`src/rtl/ofm_pack_writer_if.sv`:
```
// Byte-in / word-out bus of the OFM pack writer.
// Slave side is the writer; master side is the controller, MAC stage and memory.
interface ofm_pack_writer_if #(
  parameter int ADDR_W = 8
);
  logic              frame_start;
  logic              wrofm;
  logic [7:0]        macout;
  logic              frame_last;
  logic              in_ready;
  logic              mem_wen;
  logic [ADDR_W-1:0] mem_addr;
  logic [31:0]       mem_wdata;
  logic              mem_ready;
  logic [ADDR_W:0]   word_count;
  logic              done;

  modport master (
    output frame_start, wrofm, macout,
    output frame_last, mem_ready,
    input  in_ready, mem_wen, mem_addr,
    input  mem_wdata, word_count, done
  );

  modport slave (
    input  frame_start, wrofm, macout,
    input  frame_last, mem_ready,
    output in_ready, mem_wen, mem_addr,
    output mem_wdata, word_count, done
  );
endinterface

```
`src/rtl/ofm_pack_writer.sv`:
```
// Packs MAC result bytes into 32-bit words and writes them out via a word FIFO.
// Define OFM_FLUSH_EN to also write a zero-padded trailing partial word.
module ofm_pack_writer #(
  parameter int ADDR_W     = 8,
  parameter int BASE_ADDR  = 0,
  parameter int FIFO_DEPTH = 4
) (
  input logic              clk,
  input logic              rst,
  ofm_pack_writer_if.slave bus
);
  localparam int PW = $clog2(FIFO_DEPTH);
  localparam int CW = PW + 1;
  localparam logic [ADDR_W-1:0] BASE = ADDR_W'(BASE_ADDR);

  typedef enum logic [1:0] {
    IDLE,
    PACK,
    DRAIN,
    DONE
  } state_t;

  state_t            state_q;
  logic [1:0]        byte_cnt_q;
  logic [31:0]       word_q;
  logic [ADDR_W-1:0] addr_q;
  logic [ADDR_W:0]   wcnt_q;
  logic              done_q;

  logic [31:0]       fifo_q [FIFO_DEPTH];
  logic [PW-1:0]     wr_q;
  logic [PW-1:0]     rd_q;
  logic [CW-1:0]     cnt_q;

  logic        empty;
  logic        full;
  logic        acc;
  logic        word_push;
  logic        flush_push;
  logic        push;
  logic        pop;
  logic        pend;
  logic [31:0] lane_word;
  logic [31:0] push_data;

`ifdef OFM_FLUSH_EN
  logic pend_q;
  assign pend       = pend_q;
  assign flush_push = (state_q == DRAIN) && pend_q && !full;
`else
  assign pend       = 1'b0;
  assign flush_push = 1'b0;
`endif

  assign empty     = (cnt_q == '0);
  assign full      = (cnt_q == CW'(FIFO_DEPTH));
  assign acc       = bus.wrofm && bus.in_ready;
  assign word_push = acc && (byte_cnt_q == 2'd3);
  assign push      = word_push || flush_push;
  assign pop       = !empty && bus.mem_ready;
  assign push_data = word_push ? lane_word : word_q;

  always_comb begin
    lane_word = word_q;
    lane_word[{byte_cnt_q, 3'b000} +: 8] = bus.macout;
  end

  assign bus.in_ready   = (state_q == PACK) && !full;
  assign bus.mem_wen    = !empty;
  assign bus.mem_addr   = addr_q;
  assign bus.mem_wdata  = empty ? '0 : fifo_q[rd_q];
  assign bus.word_count = wcnt_q;
  assign bus.done       = done_q;

  // Storage needs no reset: the head is masked while empty.
  always_ff @(posedge clk) begin
    if (push) begin
      fifo_q[wr_q] <= push_data;
    end
  end

  always_ff @(posedge clk) begin
    if (rst) begin
      state_q    <= IDLE;
      byte_cnt_q <= '0;
      word_q     <= '0;
      addr_q     <= BASE;
      wcnt_q     <= '0;
      done_q     <= 1'b0;
      wr_q       <= '0;
      rd_q       <= '0;
      cnt_q      <= '0;
`ifdef OFM_FLUSH_EN
      pend_q     <= 1'b0;
`endif
    end else begin
      done_q <= 1'b0;
      cnt_q  <= cnt_q + CW'(push) - CW'(pop);
      if (push) begin
        wr_q <= wr_q + 1'b1;
      end
      if (pop) begin
        rd_q   <= rd_q + 1'b1;
        addr_q <= addr_q + 1'b1;
        wcnt_q <= wcnt_q + 1'b1;
      end
      unique case (state_q)
        IDLE, DONE: begin
          if (bus.frame_start) begin
            state_q    <= PACK;
            byte_cnt_q <= '0;
            word_q     <= '0;
            addr_q     <= BASE;
            wcnt_q     <= '0;
`ifdef OFM_FLUSH_EN
            pend_q     <= 1'b0;
`endif
          end else if (state_q == DONE) begin
            state_q <= IDLE;
          end
        end
        PACK: begin
          if (acc) begin
            byte_cnt_q <= byte_cnt_q + 1'b1;
            word_q     <= word_push ? '0 : lane_word;
            if (bus.frame_last) begin
              state_q    <= DRAIN;
              byte_cnt_q <= '0;
`ifdef OFM_FLUSH_EN
              pend_q     <= !word_push;
`else
              word_q     <= '0;
`endif
            end
          end
        end
        DRAIN: begin
          if (flush_push) begin
`ifdef OFM_FLUSH_EN
            pend_q <= 1'b0;
`endif
            word_q <= '0;
          end else if (empty && !pend) begin
            state_q <= DONE;
            done_q  <= 1'b1;
          end
        end
        default: state_q <= IDLE;
      endcase
    end
  end
endmodule

```
`src/flat_wrapper.sv`:
```
// flat-port wrapper written by rule: the top's interface ports become plain ports
module ofm_pack_writer_flat 
#(
  parameter int ADDR_W     = 8,
  parameter int BASE_ADDR  = 0,
  parameter int FIFO_DEPTH = 4
)
  (clk, rst, bus_frame_start, bus_wrofm, bus_macout, bus_frame_last, bus_mem_ready, bus_in_ready, bus_mem_wen, bus_mem_addr, bus_mem_wdata, bus_word_count, bus_done);
  ofm_pack_writer_if #(.ADDR_W(ADDR_W)) bus_i ();
  input logic clk;
  input logic rst;
  input wire logic [$bits(bus_i.frame_start)-1:0] bus_frame_start;
  input wire logic [$bits(bus_i.wrofm)-1:0] bus_wrofm;
  input wire logic [$bits(bus_i.macout)-1:0] bus_macout;
  input wire logic [$bits(bus_i.frame_last)-1:0] bus_frame_last;
  input wire logic [$bits(bus_i.mem_ready)-1:0] bus_mem_ready;
  output wire logic [$bits(bus_i.in_ready)-1:0] bus_in_ready;
  output wire logic [$bits(bus_i.mem_wen)-1:0] bus_mem_wen;
  output wire logic [$bits(bus_i.mem_addr)-1:0] bus_mem_addr;
  output wire logic [$bits(bus_i.mem_wdata)-1:0] bus_mem_wdata;
  output wire logic [$bits(bus_i.word_count)-1:0] bus_word_count;
  output wire logic [$bits(bus_i.done)-1:0] bus_done;
  assign bus_i.frame_start = bus_frame_start;
  assign bus_i.wrofm = bus_wrofm;
  assign bus_i.macout = bus_macout;
  assign bus_i.frame_last = bus_frame_last;
  assign bus_i.mem_ready = bus_mem_ready;
  assign bus_in_ready = bus_i.in_ready;
  assign bus_mem_wen = bus_i.mem_wen;
  assign bus_mem_addr = bus_i.mem_addr;
  assign bus_mem_wdata = bus_i.mem_wdata;
  assign bus_word_count = bus_i.word_count;
  assign bus_done = bus_i.done;
  ofm_pack_writer #(.ADDR_W(ADDR_W), .BASE_ADDR(BASE_ADDR), .FIFO_DEPTH(FIFO_DEPTH)) u_core (.clk(clk), .rst(rst), .bus(bus_i));
endmodule
```
`config.mk`:
```
export PLATFORM = sky130hd
export DESIGN_NAME = ofm_pack_writer_flat
export DESIGN_NICKNAME = d
export VERILOG_FILES = /design/src/rtl/ofm_pack_writer_if.sv /design/src/rtl/ofm_pack_writer.sv /design/src/flat_wrapper.sv
export SDC_FILE = /design/constraint.sdc
export NUM_CORES = 1
export LEC_CHECK = 0
export CAP_MARGIN = 5
export CORE_ASPECT_RATIO = 0.8
export CORE_MARGIN = 2
export CORE_UTILIZATION = 45
export CTS_CLUSTER_DIAMETER = 60
export DETAILED_ROUTE_END_ITERATION = 16
export HOLD_SLACK_MARGIN = 0.15
export REMOVE_ABC_BUFFERS = 1
export SYNTH_ARGS = -nofsm -noshare
export SYNTH_HDL_FRONTEND = slang
export SYNTH_SLANG_ARGS = --single-unit
export TNS_END_PERCENT = 1
```
`constraint.sdc`:
```
create_clock -name clk -period 4 [get_ports clk]
set_input_delay 0.8 -clock clk [delete_from_list [all_inputs] [get_ports clk]]
set_output_delay 0.8 -clock clk [all_outputs]
set_load 0.01 [all_outputs]
```
==> metrics, run 1 <==
placed cells=791; Slew Limit Headroom=45.53%; ANT nets after route=0; crit end category=output pin; die area=0.01851 sq mm; fin nets=617; TritonCTS clock tree=done; Syn. warnings=0; Mapped Area=0.007844 sq mm; CTS Buffer Depth=2; Clk pwr share=27.2%; IO Count=66; CTS Root Buffer Type=clkbuf_16; Setup Viol. Count Final=0; Initial DRT Pass Iterations=6; Final period util=84.10%; Sequential Power Share=39.6%; Hold WC Path Type=reg2reg; total number of vias=4,595; Total GRT Usage=18.71%; largest net degree at the start of global routing=33; status=finished, final reports clean; Port-buffer cells=65; WL per Instance=19.54 um; First DRT Iteration DRCs=333; Worst-Margin Slew=817.1 ps; total setup buffers inserted after CTS=0; # diodes=0; most used flip-flop cell after synthesis=edfxtp_1; core area=0.01722 sq mm; Final Hold Vio Count=0; CP max FO=21; design area=0.009324 sq mm; clk slew on worst S/H paths=70 ps; hold wc startpoint=u_core.word_q[24]$_SDFFE_PP0P_; Die Wd=151.6 um; Worst Setup Path Type=reg2out; DRC viols=0; share of cells above drive strength 1=13.19%; setup TNS=0 ps; Lkg Pwr=2.856 nW; internal power=3.972 mW; DP HPWL=10,290 um; Final min period=3364 ps; syn_area_per_cell=15.32 sq um; DR vias/cell=5.576; register bit count reported by yosys=191; placed cell areas=0.008787 sq mm; fmax=297.3 MHz; Total Wirelength=16,100 um; worst hold margin=464.3 ps; Die Ht=122.1 um; worst path required time=3200 ps; Seq/Total Area, Yosys=65.08%; routability congestion estimate=0.8168; Initial Util=45.56%; Post-Synthesis Cells=512; area grow syn2layout=18.87%; clk sinks=191; insertion delay to the later sink of the worst-skew pair=430 ps; max-cap viol count=0; Pins Over Slew Limit=0; cts hold-fix bufs=0; Net Sw Power=1.686 mW; first-pass GRT wire length=25,390 um; antenna violations before repair=0; Setup crit start kind=flip-flop; Non-Filler Instances=824; Worst VDD drop=0.3191 mV; H-tree lvl count=4; Worst Path Arrival=2560 ps; # resized after CTS=0; Sw Share=29.80%; Post-synth EDFFs=128; Site Rows=43; Yosys cell types=45; PwrDens=606.8 mW/mm^2; Setup Skew=14.46 ps; Reg-to-Reg Start=u_core.state_q[1]$_SDFFE_PP0P_; Logic pwr share=33.2%; RSZ-0062 raised after global routing=false; vias in the first global route=4,621; GRT overflow=0; Num CTS Buffers=17; Async SR Flop Fraction=0%
flip-flops by register name, summed over array words and instances (netlist names), 3 cells and up, named ones only:
name / flops
u_core.fifo_q: 128
u_core.cnt_q: 3
u_core.word_q: 32
u_core.bus.word_count: 9
u_core.bus.mem_addr: 8
cells in the final DEF, fill, tap and decap left out, types with 3 or more instances in the layout:
master,synthesis,routed
edfxtp_1,128,128
clkdlybuf4s50_1,0,65
dfxtp_1,63,62
and2_1,44,44
nor2_1,34,34
a22o_1,32,32
mux4_2,32,32
a32o_1,24,24
clkbuf_16,0,17
nand2_1,16,16
ha_1,16,16
inv_1,12,12
a21oi_1,10,10
xnor2_1,10,10
nand4_1,9,9
o21ai_0,8,8
buf_4,1,8
xor2_1,7,7
nor3b_1,4,4
nor3_1,4,4
nand3_1,4,4
or3_1,4,4
clkbuf_1,10,4
clkinv_1,0,4
nor2b_1,3,3
mux2i_1,3,3
o31ai_1,3,3
nor2_8,3,3
buf_12,0,3
synth_stat cells, drive strengths merged, types with 3 or more instances:
master / n / share of area, %
xnor2: 10 / 1.1
nand3: 4 / 0.26
a21oi: 10 / 0.64
edfxtp: 128 / 49
buf: 11 / 0.86
nand4: 9 / 0.72
nor2: 37 / 2.4
inv: 13 / 0.62
or3: 4 / 0.32
nand2: 16 / 0.77
xor2: 7 / 0.78
o31ai: 3 / 0.29
ha: 16 / 2.6
nor4: 3 / 0.32
a32o: 24 / 3.1
mux4: 32 / 9.2
nor2b: 3 / 0.24
nor3: 5 / 0.38
o21ai: 8 / 0.51
nor3b: 5 / 0.54
clkbuf: 11 / 0.54
mux2i: 3 / 0.38
dfxtp: 63 / 16
and2: 44 / 3.5
a22o: 32 / 3.6
area by class of cell:
| cell class | count | area (sq um) |
|---|---|---|
| Fill cell | 1399 | 7893 |
| Sequential cell | 191 | 5106 |
| Multi-Input combinational cell | 286 | 2580 |
| Timing Repair Buffer | 77 | 775.7 |
| Clock buffer | 21 | 440.4 |
| Tap cell | 225 | 281.5 |
| Clock inverter | 11 | 91.34 |
| Inverter | 13 | 48.80 |
worst paths after layout:
kind,endpoint,slack [ps],cells past startpoint
hold / removal,u_core.word_q[24]$_SDFFE_PP0P_,460,1
setup / recovery,bus_mem_wdata[29],640,4
hold reg to reg,u_core.word_q[24]$_SDFFE_PP0P_,460,1
setup reg to reg,u_core.cnt_q[2]$_SDFF_PP0_,1260,11
kinds of logic (layout without fill, tap and decap cells):
family                   count (synthesis)  in the layout  synth area share (%)
AO/OA/AOI/OAI                           80             80                 8.407
multiplexers                            35             35                 9.571
buffers and inverters                   35            122                 2.026
XOR/XNOR                                17             17                 1.898
adder cells (fa/ha/maj)                 17             17                 2.807
flip-flops                             191            191                 65.08
AND/OR/NAND/NOR                        137            137                 10.21
critical path: stages (launching register included):
cell,delay [ps]
dfxtp_2,630
buf_12,280
mux4_2,530
and2_1,180
clkdlybuf4s50_1,480
layer usage:
| layer | wire length [um] | vias to the layer above | part of all wire [%] | track usage, % |
|---|---|---|---|---|
| met2 | 7623 | 95 | 47 | 28.70 |
| met4 | 151 | 0 | 0.94 | 5.382 |
| met3 | 635 | 9 | 3.9 | 4.157 |
| met1 | 7688 | 2365 | 48 | 26.99 |
| li1 | - | 2126 | - | - |
| met5 | 0 | - | 0 | 0 |
per-stage QoR:
stage	power [mW]	utilization (%)	setup WS (ps)
after detailed placement	4.191	51.04	707.7
after CTS	5.738	54.13	542.6
after floorplan	3.272	-	926.3
after global placement	4.166	51.04	793.8
final	5.657	54.16	636.0
after global routing	5.970	54.16	413.1
power by group through the flow:
stage	Combinational, mW	Clock [mW]	Sequential, mW
floorplan	0.953	0	2.32
global placement	1.88	0	2.28
detailed placement	1.90	0	2.29
CTS	1.91	1.58	2.24
global route	2.05	1.66	2.26
finish	1.88	1.54	2.24
(Power assumes the default switching activity.)
==> run 2, diff against run 1 <==
PLACE_DENSITY = 0.67   (was not set)
clock period = 2.9 ns   (was 4 ns; I/O delays follow)
==> metrics, run 2 (synthesis results as in run 1) <==
status=finished, final reports clean; Total GRT Usage=18.21%; Slew Limit Headroom=26.37%; Largest Register=u_core.fifo_q; max reg flops=128; area grow syn2layout=21.25%; worst path required time=2320 ps; H-tree lvl count=4; routability congestion estimate=0.7662; dpl ws=246.0 ps; antenna violations before repair=0; largest net degree at the start of global routing=33; met2 wire len=7982 um; placed cell areas=0.008890 sq mm; M1 wire length=7655 um; Worst Path Arrival=2240 ps; IO Count=66; Final min period=2822 ps; Layout Utilization=55.24%; vias in the first global route=4,741; worst path cell trace=clkbuf_16 -> mux4_2 -> and2_1 -> clkdlybuf4s50_1; Final Hold Vio Count=0; placed cells=803; WL per Instance=19.73 um; top routing layer used=met4; crit end category=output pin; final worst slack=78.30 ps; Worst VDD drop=0.4783 mV; setup TNS=0 ps; Setup crit start kind=flip-flop; fmax=354.4 MHz; Lkg Pwr=2.982 nW; Worst-Margin Slew=1091 ps; ANT nets after route=0; Die Wd=151.6 um; clk slew on worst S/H paths=70 ps; design area=0.009510 sq mm; share of cells above drive strength 1=16.75%; Final Power=7.990 mW; slowest stage delay, CP=510 ps; most frequent cells in the layout=edfxtp_1 (128), dfxtp_1 (62), clkdlybuf4s50_1 (61); Hold WC Path Type=reg2reg; CTS Buffer Depth=2; Die Ht=122.1 um; Total Wirelength=16,570 um; DP HPWL=10,380 um; total number of vias=4,670; core area=0.01722 sq mm; Site Rows=43; die area=0.01851 sq mm; clk sinks=191; Num CTS Buffers=17; DRC viols=0; Port-buffer cells=65; Setup Skew=7.949 ps; PwrDens=840.2 mW/mm^2; Initial Util=45.56%; CP max FO=16; Pins Over Slew Limit=0; CTS Root Buffer Type=clkbuf_16; RSZ-0062 raised after global routing=false; DR vias/cell=5.560; Setup Viol. Count Final=0; met3 WL=815 um; insertion delay to the later sink of the worst-skew pair=430 ps; Worst Setup Path Type=reg2out; CP max stage cell=mux4_2; max-cap viol count=0; # diodes=0; TritonCTS clock tree=done; leading cell type in the layout, fill and taps excluded=edfxtp_1; First DRT Iteration DRCs=389; Initial DRT Pass Iterations=6; Final period util=97.30%; first-pass GRT wire length=25,050 um; fin nets=633; Non-Filler Instances=840; worst hold margin=466.5 ps; GRT overflow=0
[run 2: cell count changes in the layout (fill, tap and decap cells not counted), sizes merged]
cell,change
buf,+15
clkdlybuf4s50,-4
clkbuf,-3
inv,+6
clkinv,-1
dlygate4sd2,+4
bufinv,-1
[run 2: what timing repair did]
action	in CTS	in global routing
gates resized for setup	4	1
setup endpoints to repair	4	28
cloned	0	2
buffers inserted	0	3
hold buffers	0	0
[run 2: final cells by class]
class | instances | area, sq um
repair buffers | 93 | 940.9
inverters | 13 | 48.80
multi-input cells | 286 | 2580
well taps | 225 | 281.5
clock inverters | 15 | 125.1
fillers | 1365 | 7706
clock buffers | 17 | 425.4
flip-flops and latches | 191 | 5109
[run 2: worst paths after layout]
check / from / end / slack, ps / depth (start not counted)
setup / recovery: flip-flop / bus_mem_wdata[9] / 80 / 4
hold / removal: u_core.word_q[31]$_SDFFE_PP0P_ / u_core.word_q[31]$_SDFFE_PP0P_ / 470 / 1
setup reg to reg: u_core.state_q[1]$_SDFFE_PP0P_ / u_core.cnt_q[2]$_SDFF_PP0_ / 640 / 11
hold reg to reg: u_core.word_q[31]$_SDFFE_PP0P_ / u_core.word_q[31]$_SDFFE_PP0P_ / 470 / 1
[run 2: per-layer routing]
| layer | global-route usage [%] | vias to the layer above |
|---|---|---|
| met4 | 4.398 | 0 |
| met2 | 29.64 | 104 |
| li1 | - | 2156 |
| met5 | 0 | - |
| met1 | 24.78 | 2400 |
| met3 | 4.607 | 10 |
[run 2: critical path, delay by kind of cell (launching register included)]
kind / cells / cell delay, ps
buffers and inverters: 2 / 710
muxes: 1 / 510
DFF: 1 / 420
and+or+nand+nor: 1 / 160
[run 2: report_power, final]
| group | switching (mW) | total, mW | leakage, nW | internal, mW |
|---|---|---|---|---|
| logic | 1.32 | 2.74 | 1.22 | 1.42 |
| clock network | 1.06 | 2.19 | 0.271 | 1.12 |
| registers | 0.106 | 3.06 | 1.49 | 2.96 |
==> run 3, diff against run 2 <==
ABC_AREA = 1   (was not set)
PLACE_DENSITY = 0.66   (was 0.67)
==> metrics, run 3 <==
ANT nets after route=0; Site Rows=46; Die Wd=164.2 um; main combinational cell family by area after synthesis=simple AND/OR/NAND/NOR gates; first-pass GRT wire length=33,110 um; area grow syn2layout=16.98%; most numerous cell in the Yosys netlist=nand2_1; DP HPWL=13,240 um; clk slew on worst S/H paths=70 ps; syn_area_per_cell=8.357 sq um; Final period util=94.45%; core area=0.01997 sq mm; Initial Util=46.28%; Total Wirelength=20,660 um; crit end category=output pin; most used flip-flop cell after synthesis=edfxtp_1; RSZ-0062 raised after global routing=false; GR Util met1=28.51%; Worst VDD drop=0.5165 mV; Final Hold Vio Count=0; Post-synth EDFFs=128; # diodes=0; total number of vias=7,087; global route hottest layer=met2; Post-synth top cells=nand2_1 (254), nor2_1 (183), edfxtp_1 (128); Worst-Margin Slew=561.2 ps; max reg flops=128; Slew Limit Headroom=62.19%; clk sinks=191; Num CTS Buffers=17; dpl ws=356.8 ps; Synth area leader=edfxtp_1; Hold WC Path Type=reg2reg; status=finished, final reports clean; worst path cell trace=buf_6 -> nor2_1 -> nor2_1 -> o21ai_0 -> a21oi_1 -> clkdlybuf4s50_1; Final min period=2739 ps; post-synthesis xor/xnor area fraction=0.2843%; Async SR Flop Fraction=0%; insertion delay to the later sink of the worst-skew pair=430 ps; share of cells above drive strength 1=8.305%; Worst Path Arrival=2160 ps; Total GRT Usage=19.62%; Lkg Pwr=4.360 nW; Pins Over Slew Limit=0; cell repeated most along the worst path=nor2_1; Die Ht=132.2 um; leading cell type in the layout, fill and taps excluded=nand2_1; Final Power=10.62 mW; Seq/Total Area, Yosys=55.23%; worst path required time=2320 ps; IO Count=66; Yosys cell types=31; met3 GRT Util=3.775%; register bit count reported by yosys=191; Setup Viol. Count Final=0; WL per Instance=14.31 um; DR vias/cell=4.908; Synth Area in Compound Gates=9.449%; Port-buffer cells=65; antenna violations before repair=0; CP max FO=40; GRT overflow=0; TritonCTS clock tree=done; CTS Root Buffer Type=clkbuf_16; Setup Skew=7.696 ps; largest net degree at the start of global routing=55; routability congestion estimate=0.8425; GR Layer Usage met2=30.06%; Adder-Cell Fraction of Synth Area=2.383%; cts hold-fix bufs=0; most frequent cells in the layout=nand2_1 (254), nor2_1 (179), edfxtp_1 (128); CP max stage cell=clkdlybuf4s50_1; fmax=365.1 MHz; fin nets=1,198; DRC viols=0; Syn. warnings=0; vias in the first global route=6,375; CTS Buffer Depth=2; max-cap viol count=0; H-tree lvl count=4; die area=0.02171 sq mm; PwrDens=982.1 mW/mm^2; Worst Setup Path Type=reg2out; top post-synthesis cells by area=edfxtp_1 (42%), dfxtp_1 (14%), nand2_1 (10%), nor2_1 (7.4%), o21ai_0 (6.1%); Post-Synthesis Cells=1,106; Initial DRT Pass Iterations=8; simple-gate share of the synthesized area=24.14%; final worst slack=160.9 ps; Yosys top cell area share=41.59%; slowest stage delay, CP=570 ps; First DRT Iteration DRCs=552; post-synthesis mux area share=0%; Largest Register=u_core.fifo_q; setup slack on the worst flop-to-flop path=660 ps; Setup crit start kind=flip-flop; Mapped Area=0.009243 sq mm
## run 3: timing repair
| item | 4_1_cts | 5_1_grt |
|---|---|---|
| setup buffers | 0 | 1 |
| endpoints found under the setup margin | 0 | 14 |
| gates resized for setup | 0 | 3 |
## run 3: final timing paths
check	startpoint	to	cells after the start
setup / recovery	flip-flop	bus_mem_wdata[7]	6
hold / removal	u_core.bus.mem_addr[4]$_SDFF_PP0_	u_core.bus.mem_addr[4]$_SDFF_PP0_	2
setup reg to reg	u_core.byte_cnt_q[1]$_SDFFE_PP0P_	u_core.fifo_q[0][31]$_DFFE_PP_	7
hold reg to reg	u_core.bus.mem_addr[4]$_SDFF_PP0_	u_core.bus.mem_addr[4]$_SDFF_PP0_	2
## run 3: layer usage
layer | part of all wire (%) | vias to the layer above
met4 | 1.2 | 0
met2 | 45 | 142
met1 | 50 | 3231
met3 | 4.4 | 22
met5 | 0 | -
li1 | - | 3692
## run 3: cells by family (layout without fill, tap and decap cells)
kind of cell | count (synthesis) | after routing
and+or+nand+nor | 539 | 539
AOI/OAI and AO/OA | 171 | 171
adders and majority gates | 17 | 17
buffers and inverters | 185 | 259
xor gates and xnor gates | 3 | 3
DFF | 191 | 191
## run 3: final cells by class
class / instances / area, sq um
Fill cell: 1772 / 9160
Sequential cell: 191 / 5106
Inverter: 132 / 499.2
Clock buffer: 19 / 432.9
Multi-Input combinational cell: 730 / 3371
Timing Repair Buffer: 95 / 920.9
Tap cell: 264 / 330.3
Clock inverter: 13 / 151.4
## run 3: worst max-delay path, delay by kind of cell, from the launching register on
family,cells,cell delay (ps)
buf+inv,2,860
flops,1,370
simple gates,2,170
compound gates,2,290
## run 3: where the power goes
group / switching (mW) / internal, mW
logic: 3.00 / 1.74
registers: 0.175 / 3.38
clock network: 1.03 / 1.29
## run 3: stage by stage
stage / TNS, ps / hold WS [ps] / area (sq um) / util [%] / cells
after floorplan: -63130 / 463.5 / 8951 / - / 1053
after global placement: 0 / 471.9 / 10200 / 51.05 / 1411
after detailed placement: 0 / 477.8 / 10200 / 51.05 / 1411
after CTS: 0 / 494.3 / 10780 / 53.98 / 1443
after global routing: 0 / 526.8 / 10810 / 54.13 / 1444
final: 0 / 496.9 / 10810 / 54.13 / 1444
